--- src/rtl/spi_controller.sv ---
// SPI mode-0 initiator: one parallel command becomes one 16-bit frame {rw, addr[6:0], data[7:0]}.
// Define SPI_CTRL_ADDR_CHECK_EN to reject addresses above MAX_ADDR without issuing a frame.
module spi_controller #(
  parameter int unsigned CLK_DIV   = 4,
  parameter int unsigned SETUP_CYC = 2,
  parameter int unsigned HOLD_CYC  = 2,
  parameter int unsigned GAP_CYC   = 4,
  parameter int unsigned MAX_ADDR  = 4
) (
  input  logic       clk,
  input  logic       rst_n,
  input  logic       cmd_valid,
  output logic       cmd_ready,
  input  logic       cmd_write,
  input  logic [6:0] cmd_addr,
  input  logic [7:0] cmd_wdata,
  output logic       rsp_valid,
  output logic [7:0] rsp_rdata,
  output logic       rsp_err,
  output logic       busy,
  output logic       sclk,
  output logic       cs_n,
  output logic       copi,
  input  logic       cipo
);

  localparam int unsigned CntW = 16;
  localparam logic [CntW-1:0] CntOne = CntW'(1);

`ifdef SPI_CTRL_ADDR_CHECK_EN
  localparam bit AddrCheck = 1'b1;
`else
  localparam bit AddrCheck = 1'b0;
`endif

  typedef enum logic [2:0] {StIdle, StSetup, StShift, StHold, StGap} state_e;

  state_e            state_q;
  logic [CntW-1:0]   cnt_q;
  logic [3:0]        bit_q;
  logic [15:0]       shreg_q;
  logic              rw_q;
  logic [7:0]        rx_q;
  logic              sclk_q;
  logic              cs_n_q;
  logic              copi_q;
  logic              rsp_valid_q;
  logic [7:0]        rsp_rdata_q;
  logic              rsp_err_q;
  logic              addr_reject;

  assign addr_reject = AddrCheck && ({25'd0, cmd_addr} > MAX_ADDR);

  assign cmd_ready = (state_q == StIdle);
  assign busy      = !cmd_ready;
  assign sclk      = sclk_q;
  assign cs_n      = cs_n_q;
  assign copi      = copi_q;
  assign rsp_valid = rsp_valid_q;
  assign rsp_rdata = rsp_rdata_q;
  assign rsp_err   = rsp_err_q;

  always_ff @(posedge clk or negedge rst_n) begin
    if (!rst_n) begin
      state_q     <= StIdle;
      cnt_q       <= '0;
      bit_q       <= '0;
      shreg_q     <= '0;
      rw_q        <= 1'b0;
      rx_q        <= '0;
      sclk_q      <= 1'b0;
      cs_n_q      <= 1'b1;
      copi_q      <= 1'b0;
      rsp_valid_q <= 1'b0;
      rsp_rdata_q <= '0;
      rsp_err_q   <= 1'b0;
    end else begin
      rsp_valid_q <= 1'b0;
      case (state_q)
        StIdle: begin
          if (cmd_valid) begin
            if (addr_reject) begin
              // Reuse GAP's exit path so the rejection lasts exactly one cycle.
              state_q     <= StGap;
              cnt_q       <= CntW'(GAP_CYC - 1);
              rsp_valid_q <= 1'b1;
              rsp_err_q   <= 1'b1;
            end else begin
              state_q <= StSetup;
              cnt_q   <= '0;
              cs_n_q  <= 1'b0;
              copi_q  <= cmd_write;
              rw_q    <= cmd_write;
              shreg_q <= {cmd_write, cmd_addr, (cmd_write ? cmd_wdata : 8'h00)};
            end
          end
        end
        StSetup: begin
          if (cnt_q == CntW'(SETUP_CYC - 1)) begin
            state_q <= StShift;
            cnt_q   <= '0;
            bit_q   <= '0;
            sclk_q  <= 1'b1;
            rx_q    <= {rx_q[6:0], cipo};
          end else begin
            cnt_q <= cnt_q + CntOne;
          end
        end
        StShift: begin
          if (cnt_q == CntW'(CLK_DIV - 1)) begin
            cnt_q <= '0;
            if (sclk_q) begin
              sclk_q <= 1'b0;
              // The 16th fall counts as the first HOLD cycle; copi keeps bit 0.
              if (bit_q == 4'd15) begin
                state_q <= StHold;
              end else begin
                bit_q   <= bit_q + 4'd1;
                shreg_q <= {shreg_q[14:0], 1'b0};
                copi_q  <= shreg_q[14];
              end
            end else begin
              sclk_q <= 1'b1;
              rx_q   <= {rx_q[6:0], cipo};
            end
          end else begin
            cnt_q <= cnt_q + CntOne;
          end
        end
        StHold: begin
          if (cnt_q == CntW'(HOLD_CYC - 1)) begin
            state_q     <= StGap;
            cnt_q       <= '0;
            cs_n_q      <= 1'b1;
            copi_q      <= 1'b0;
            rsp_valid_q <= 1'b1;
            rsp_err_q   <= 1'b0;
            if (!rw_q) begin
              rsp_rdata_q <= rx_q;
            end
          end else begin
            cnt_q <= cnt_q + CntOne;
          end
        end
        StGap: begin
          if (cnt_q == CntW'(GAP_CYC - 1)) begin
            state_q <= StIdle;
            cnt_q   <= '0;
          end else begin
            cnt_q <= cnt_q + CntOne;
          end
        end
        default: state_q <= StIdle;
      endcase
    end
  end

endmodule
--- config.mk ---
export PLATFORM = sky130hd
export DESIGN_NAME = spi_controller
export DESIGN_NICKNAME = d
export VERILOG_FILES = /design/src/rtl/spi_controller.sv
export SDC_FILE = /design/constraint.sdc
export NUM_CORES = 1
export LEC_CHECK = 0
export ABC_AREA = 1
export CAP_MARGIN = 20
export CORE_MARGIN = 4
export CORE_UTILIZATION = 50
export CTS_CLUSTER_DIAMETER = 80
export CTS_CLUSTER_SIZE = 12
export DETAILED_ROUTE_END_ITERATION = 6
export GPL_TIMING_DRIVEN = 1
export PLACE_DENSITY_LB_ADDON = 0.12
export SYNTH_ARGS = -nofsm -noshare
export SYNTH_HDL_FRONTEND = slang
export SYNTH_SLANG_ARGS = --single-unit
--- constraint.sdc ---
create_clock -name clk -period 1.9 [get_ports clk]
set_input_delay 0.38 -clock clk [delete_from_list [all_inputs] [get_ports clk]]
set_output_delay 0.38 -clock clk [all_outputs]
set_load 0.02 [all_outputs]
Yosys cells after proc, flatten, opt, wreduce, memory -nomap -nowiden --
Index checks and enable logic that the tools add are counted.
Word-level totals: register bits after elaboration 59, output and inout port bits 15, logic and storage cells 90, bits of input ports 20
Cells by class: eq/ne operators 16, muxes and demuxes 41, bitwise operators 1, $add $sub $neg 2, reductions and logical operators 19
Operator list (number):
- 15-bit 2-to-1 mux | 4
- 16-bit 2-to-1 mux | 3
- 16-bit case mux with 3 select lines | 1
- 8-bit 2-to-1 mux | 4
- 15-bit case mux with 2 select lines | 1
- 3-bit 2-to-1 mux | 7
- 2-bit != test (second input constant) | 9
- 16-bit by 1-bit adder with 16-bit output (second input constant) | 1
- 16-bit by 1-bit equality test with 1-bit output (second input constant) | 1
- 16-bit by 2-bit equality test with 1-bit output (second input constant) | 1
- 4-bit 2-to-1 mux | 4
- 8-bit case mux with 2 select lines | 1
- 3-bit case mux with 5 select lines | 1
- 1-bit 2-to-1 mux | 11
- 5-bit AND reduction | 2
- 3-bit AND reduction | 3
- 4-bit case mux with 2 select lines | 1
- 7-bit AND reduction | 1
- 3-bit by 2-bit equality test with 1-bit output (second input constant) | 2
- 6-bit AND reduction | 1
- 2-bit nonzero test | 3
- 3-bit nonzero test | 2
- 4-bit by 1-bit adder with 4-bit output (second input constant) | 1
- 4-bit equality test (second input constant) | 1
- 10 further kinds | 13

Longest topological paths before layout --
Gate-level depths: netlist (run 1).
depth after elaboration 5, depth in mapped cells 11, mapped depth without buffers 10

Least setup slack after synthesis (run 1) --
No wires, ideal clock.
kind reg2reg, start point reg state_q[2], end point reg cnt_q[2], buffers on the path 1, slack 280 ps, required time 1813 ps, arrival 1534 ps, period minus slack after synthesis 1620 ps, cell stages (with the launch flop) 9, cell sequence dfrtp_1 inv_2 nand2_1 nor2_2 nand2_2 o21ai_1 inv_1 clkbuf_1 o211ai_1
Between the ends: elaborated cells on any way between the ends 11, classes of those cells eq/ne: 5; mux: 1; reduce/logical: 5
RTL lines:
- from (decl) | line 38 | state_e state_q;
- from (signal assigned) | line 65 | state_q <= StIdle;
- from (signal assigned) | line 84 | state_q <= StGap;
- from (signal assigned) | line 89 | state_q <= StSetup;
- 3-bit zero test (*)
- net cmd_ready | line 13 | output logic cmd_ready,
- 2-bit != test (no source line) / 3-bit nonzero test (equally long branches)
- 2-bit AND reduction (no source line)
- to (signal assigned) | line 85 | cnt_q <= CntW'(GAP_CYC - 1);
- to (signal assigned) | line 106 | cnt_q <= cnt_q + CntOne;
- to (signal assigned) | line 127 | cnt_q <= cnt_q + CntOne;
- to (decl) | line 39 | logic [CntW-1:0] cnt_q;
The timed path passes the listed nets; every way through them passes the cells marked *. A chain may end at the register's enable or synchronous reset.

Worst setup path after layout (run 1) --
start point reg state_q[0], end point out cmd_ready
Between the ends: word-level cells in the longest chain between the ends 1
RTL lines:
- 3-bit zero test | line 54 | assign cmd_ready = (state_q == StIdle);
- to (decl) | line 13
No other way between the ends.

==> summary.txt, run 1 <==
Yosys top cell area share: 0.4556
delay-heaviest family, CP: flip-flops
dpl cells: 549
syn nets: 456
count leader, synth: nand2_1
IO Pins: 35
CP Capture Type: output pin
CP Cell Sequence: inv_2 -> nand2_1 -> nor2_2 -> clkdlybuf4s15_1
post-synthesis adder-cell area fraction: 0.01178
Critical Path RT: 1.52 ns
Net Switching: 2.709 mW
Seq pwr share: 0.312
synth warn: 0
Die X: 87.82 um
critical path type: register to output pin
largest cells by area after synthesis: dfrtp_1 (46%), nand2_1 (20%), nand3_1 (5.5%)
vias after detailed routing: 2927
synthesis-to-finish area growth: 23.72%
Synth Cell Area: 3186 um^2
antenna violations before repair: 0
# DRC: 0
Max Cap Viol: 0
switching part of the total: 0.4416
Crit Path Max Fanout: 4
WP buf/inv: 2
combinational share of power: 0.499
P_int: 3.425 mW
P per Cell Area: 1556 nW/um^2
Final setup viols: 0
Hold WS: 0.3667 ns
Clock transition at path regs: 0.07 ns
largest family of logic cells by synthesized area: simple AND/OR/NAND/NOR gates
CTS H-Tree Depth: 3
post-synthesis mux area share: 0
Slew Limit Fails: 0
clock power share: 0.190
fin util: 0.6503
compound-gate portion of the synthesized area: 0.09073
pin count of the biggest net entering global routing: 30
fraction of registers with async set/reset: 1.000
Yosys reg bits: 59
TritonCTS sink count: 59
fin nets: 510
Clock Latency Late Sink: 0.34 ns
first-pass GRT wire length: 12510 um
dpl hpwl: 5235 um
Setup Skew: 0.01156 ns
via/cell ratio: 5.162
status: finished clean
worst vdd ir: 1.109 mV
Post-Place Cell Area: 3689 um^2
Core Box Area: 6061 um^2
Worst path slowest cell: dfrtp_1
Max Freq: 543.9 MHz
number of synthesized flops with an enable pin: 0
Die Y: 87.82 um
Commonest cells post-synth: nand2_1 (167), dfrtp_1 (58), inv_1 (40)
Synth Flop Type: dfrtp_1
ANT cells: 0
Routed WL: 7165 um
fraction of layout cells with a size suffix above 1: 0.1220
post-route setup TNS: 0 ns
cts bufs inserted: 9
WL/cell: 12.64 um
total power: 6.134 mW
Final Hold Viols: 0
Synth area leader: dfrtp_1
Leakage: 2.024 nW
Synth Area in XOR/XNOR: 0.01925
GRT overflow: 0
Yosys cell types: 27
Worst Setup Start Kind: register
Iter 0 DRT Violations: 153
Critical Path Max Stage Delay: 0.43 ns
clk root buf: clkbuf_8
sequential share of the synthesized area: 0.4639
post-synthesis cell count: 433
simple-gate area share of the yosys netlist: 0.3429
post-route cell area: 3941 um^2
CTS tree: built
Hold Path Class: input port to asynchronous set/reset pin
fin crit share: 0.9676
Rows: 28
syn_area_per_cell: 7.357 um^2
DRT antenna net count: 0
DP Worst Slack: 0.09144 ns
crit path DAT: 1.46 ns
number of global-route vias before repair: 2754
port bufs: 33
GRT Util Overall: 0.2069
DRT Pass-1 Iters: 4
Die Area: 7712 um^2
final RePlAce weighted congestion: 0.9509
Initial Utilization: 0.5256
Non-Filler Instances: 567
final setup margin: 0.06154 ns
min Tclk post-route: 1.838 ns
Clock Tree Buf Depth: 2
sequential cells by signal (all words and copies together), names as in the netlist:
name,flops
state_q,3
bit_q,4
cs_n,1
rsp_rdata,8
rsp_valid,1
cnt_q,16
shreg_q,15
sclk,1
rw_q,1
rx_q,8
copi,1
cell type report:
cell class | instances | area [um^2]
Fill cell | 533 | 2120
Tap cell | 75 | 93.84
Multi-Input combinational cell | 320 | 1506
Clock buffer | 11 | 141.4
Inverter | 42 | 157.7
Sequential cell | 59 | 1479
Timing Repair Buffer | 55 | 500.5
Clock inverter | 5 | 62.56
power by group through the flow:
| stage | sequential, mW | clock [mW] | combinational [mW] |
|---|---|---|---|
| after CTS | 1.90 | 1.20 | 2.94 |
| final | 1.91 | 1.16 | 3.06 |
| after floorplan | 1.98 | 0 | 1.95 |
| after detailed placement | 1.92 | 0 | 2.94 |
| after global placement | 1.91 | 0 | 2.89 |
| after global routing | 1.97 | 1.27 | 3.45 |
path summary, 6_finish.rpt:
check,from,to,slack [ns],depth (start not counted)
worst max-delay path,state_q[0]$_DFFE_PN0P_,cmd_ready,0.06,4
worst min-delay path,rst_n,cnt_q[9]$_DFFE_PN0P_,0.37,2
worst max register to register,cnt_q[0]$_DFFE_PN0P_,bit_q[1]$_DFFE_PN0P_,0.21,9
worst min register to register,shreg_q[9]$_DFFE_PN0P_,shreg_q[9]$_DFFE_PN0P_,0.47,2
max in group asynchronous,rst_n,cs_n$_DFFE_PN1P_,0.95,3
min in group clk,shreg_q[9]$_DFFE_PN0P_,shreg_q[9]$_DFFE_PN0P_,0.47,2
cell families after synthesis:
kind of cell / Yosys count
other: 1
buffers and inverters: 54
xor gates and xnor gates: 7
adders and majority gates: 3
AOI/OAI and AO/OA: 51
DFF: 59
and+or+nand+nor: 258
metal layers:
| layer | wire length, um | GRT usage |
|---|---|---|
| met4 | 83 | 0.05997 |
| met5 | 0 | 0 |
| met3 | 312 | 0.05362 |
| met1 | 3504 | 0.2869 |
| met2 | 3263 | 0.3212 |
repair_timing:
| action | 4_1_cts | 5_1_grt |
|---|---|---|
| buffers inserted | 0 | 1 |
| pin swaps | 1 | 1 |
| endpoints found under the setup margin | 2 | 40 |
| hold buffers | 1 | 0 |
| gates cloned | 0 | 0 |
| gates resized for setup | 5 | 9 |
| endpoints found under the hold margin | 2 | 0 |
cell usage in the layout (no fill, tap or decap), types with 10 or more instances in the layout:
| master | n |
|---|---|
| clkdlybuf4s50_1 | 30 |
| nor2_1 | 27 |
| buf_4 | 20 |
| dfrtp_1 | 57 |
| clkbuf_8 | 10 |
| o21ai_0 | 29 |
| nand3_1 | 35 |
| nand2_1 | 165 |
| inv_1 | 39 |
worst reg2reg max path: cells and delay by family, from the launching register on:
family,cells,cell delay [ns]
AND/OR/NAND/NOR,7,0.73
buffers and inverters,1,0.19
flip-flops,1,0.42
adder cells (fa/ha/maj),1,0.25
Power figures use the tool's default switching activity.
==> run 2, diff against run 1 <==
- SKIP_LAST_GASP: not set -> 1
==> results of run 2 <==
Same layout as run 1: the final DEF is identical, and so are final timing and power.
==> run 3, diff against run 2 <==
- clock period: 1.9 -> 1.6 ns (I/O delays scaled with it)
==> run 3 against run 2 <==
Against the previous run:
- the flow now finishes with violations (setup timing)
- sequential cell count did not move
- routed wire length rose by 41%
- design area rose by 20%
- clock-buffer cell count fell by 2
- sequential share of layout area fell by 6.3 points
- non-clock buffer count rose by 53
- largest cell class unchanged
==> summary.txt, run 3 (same netlist as run 1, synthesis figures left out) <==
Die Area: 7712 um^2
crit path DAT: 1.97 ns
cts bufs inserted: 9
Crit Path Max Fanout: 8
Register-to-Register Path Depth: 10
Die X: 87.82 um
number of global-route vias before repair: 2976
failing checks: setup timing
min Tclk post-route: 1.703 ns
worst flop-to-flop path endpoint: rx_q[3]$_DFFE_PN0P_
final RePlAce weighted congestion: 0.9318
dpl hpwl: 5381 um
Slew Limit Fails: 0
fin crit share: 1.064
Non-Filler Instances: 621
Final Hold Viols: 0
CTS tree: built
worst r2r src: cnt_q[2]$_DFFE_PN0P_
Critical Path RT: 1.87 ns
final setup margin: -0.1026 ns
Core Box Area: 6061 um^2
DRT Pass-1 Iters: 5
Final setup viols: 34
Clock transition at path regs: 0.08 ns
ANT cells: 0
Clock Tree Buf Depth: 2
RSZ-0062 raised after global routing: yes
clk root buf: clkbuf_8
GRT Util Overall: 0.2185
fin util: 0.7820
antenna violations before repair: 0
total power: 9.507 mW
max FFs per register: 16
fin nets: 564
port bufs: 33
fraction of layout cells with a size suffix above 1: 0.3004
first-pass GRT wire length: 13260 um
via/cell ratio: 5.565
Initial Utilization: 0.5256
R2R Setup Slk: -0.10 ns
WL/cell: 16.26 um
Leakage: 2.440 nW
Setup Skew: 0.01481 ns
TritonCTS sink count: 59
Rows: 28
register name with the most flops: cnt_q
most frequent cells in the layout: nand2_1 (144), dfrtp_1 (56), buf_4 (54)
CP Capture Type: register
P per Cell Area: 2006 nW/um^2
pin count of the biggest net entering global routing: 60
Max Cap Viol: 0
GRT overflow: 0
vias after detailed routing: 3456
dpl cells: 577
most common library cell in the layout ignoring fill and taps: nand2_1
status: complete, but fails checks
synthesis-to-finish area growth: 48.78%
# DRC: 0
DRT antenna net count: 0
Hold Path Class: input port to asynchronous set/reset pin
CTS H-Tree Depth: 3
critical path type: register to register
Regs by FF count: cnt_q: 16 flops, shreg_q: 15 flops
Die Y: 87.82 um
IO Pins: 35
worst vdd ir: 1.638 mV
Max Freq: 587.4 MHz
Clock Latency Late Sink: 0.35 ns
Worst Setup Start Kind: register
Routed WL: 10100 um
Iter 0 DRT Violations: 484
[run 3: power by group]
group | switching (mW) | internal (mW)
Combinational | 3.35 | 2.59
Clock | 0.687 | 0.568
Sequential | 0.347 | 1.96
[run 3: area by class of cell]
| class | instances | area [um^2] |
|---|---|---|
| multi-input cells | 321 | 1787 |
| fillers | 375 | 1321 |
| inverters | 42 | 160.2 |
| well taps | 75 | 93.84 |
| repair buffers | 108 | 1041 |
| clock inverters | 7 | 53.80 |
| flip-flops and latches | 59 | 1480 |
| clock buffers | 9 | 123.9 |
[run 3: routing by layer]
layer | routed length (um) | track usage | part of all wire
met2 | 4811 | 0.3438 | 0.48
met3 | 586 | 0.03481 | 0.058
met5 | 0 | 0 | 0
met4 | 348 | 0.08647 | 0.034
met1 | 4352 | 0.3029 | 0.43
[run 3: metrics by stage]
stage          hold WS (ns)  setup WS, ns  instance area, um^2  TNS, ns
3_3_place_gp         0.3474       -0.1122                 3941   -2.420
6_report             0.4769       -0.1026                 4740   -1.822
2_1_floorplan       0.02441       0.02632                 3191        0
3_5_place_dp         0.3469       -0.2082                 3941   -3.822
4_1_cts              0.4763       -0.1464                 4207  -0.7520
5_1_grt              0.4977       -0.1699                 4740   -4.423
[run 3: worst max-delay path by stage]
stage                      startpoint                       to  slack [ns]  cells past startpoint
2_1_floorplan    cnt_q[0]$_DFFE_PN0P_  shreg_q[10]$_DFFE_PN0P_        0.03                     10
6_report         cnt_q[2]$_DFFE_PN0P_      rx_q[3]$_DFFE_PN0P_       -0.10                     10
4_1_cts        state_q[0]$_DFFE_PN0P_                     busy       -0.15                      5
3_3_place_gp    cnt_q[15]$_DFFE_PN0P_      rx_q[7]$_DFFE_PN0P_       -0.11                      8
5_1_grt          cnt_q[3]$_DFFE_PN0P_      rx_q[4]$_DFFE_PN0P_       -0.17                     10
3_5_place_dp    cnt_q[13]$_DFFE_PN0P_      rx_q[3]$_DFFE_PN0P_       -0.21                      8
[run 3: repair_timing]
| item | in CTS | in global routing |
|---|---|---|
| cloned | 0 | 4 |
| endpoints found under the setup margin | 51 | 60 |
| resized for setup | 28 | 100 |
| buffers inserted | 4 | 19 |
| hold endpoints to repair | 58 | 0 |
| pin swaps | 5 | 29 |
| hold buffers | 1 | 0 |
[run 3: critical path, stage by stage, from the launching register on]
cell       delay, ns
dfrtp_1         0.39
nor2_2          0.19
nand2_1         0.10
nor2_2          0.19
nand2_4         0.11
nand2_8         0.12
nand2_4         0.07
nor2_4          0.18
clkbuf_16       0.17
nand2_1         0.05
o21ai_0         0.06
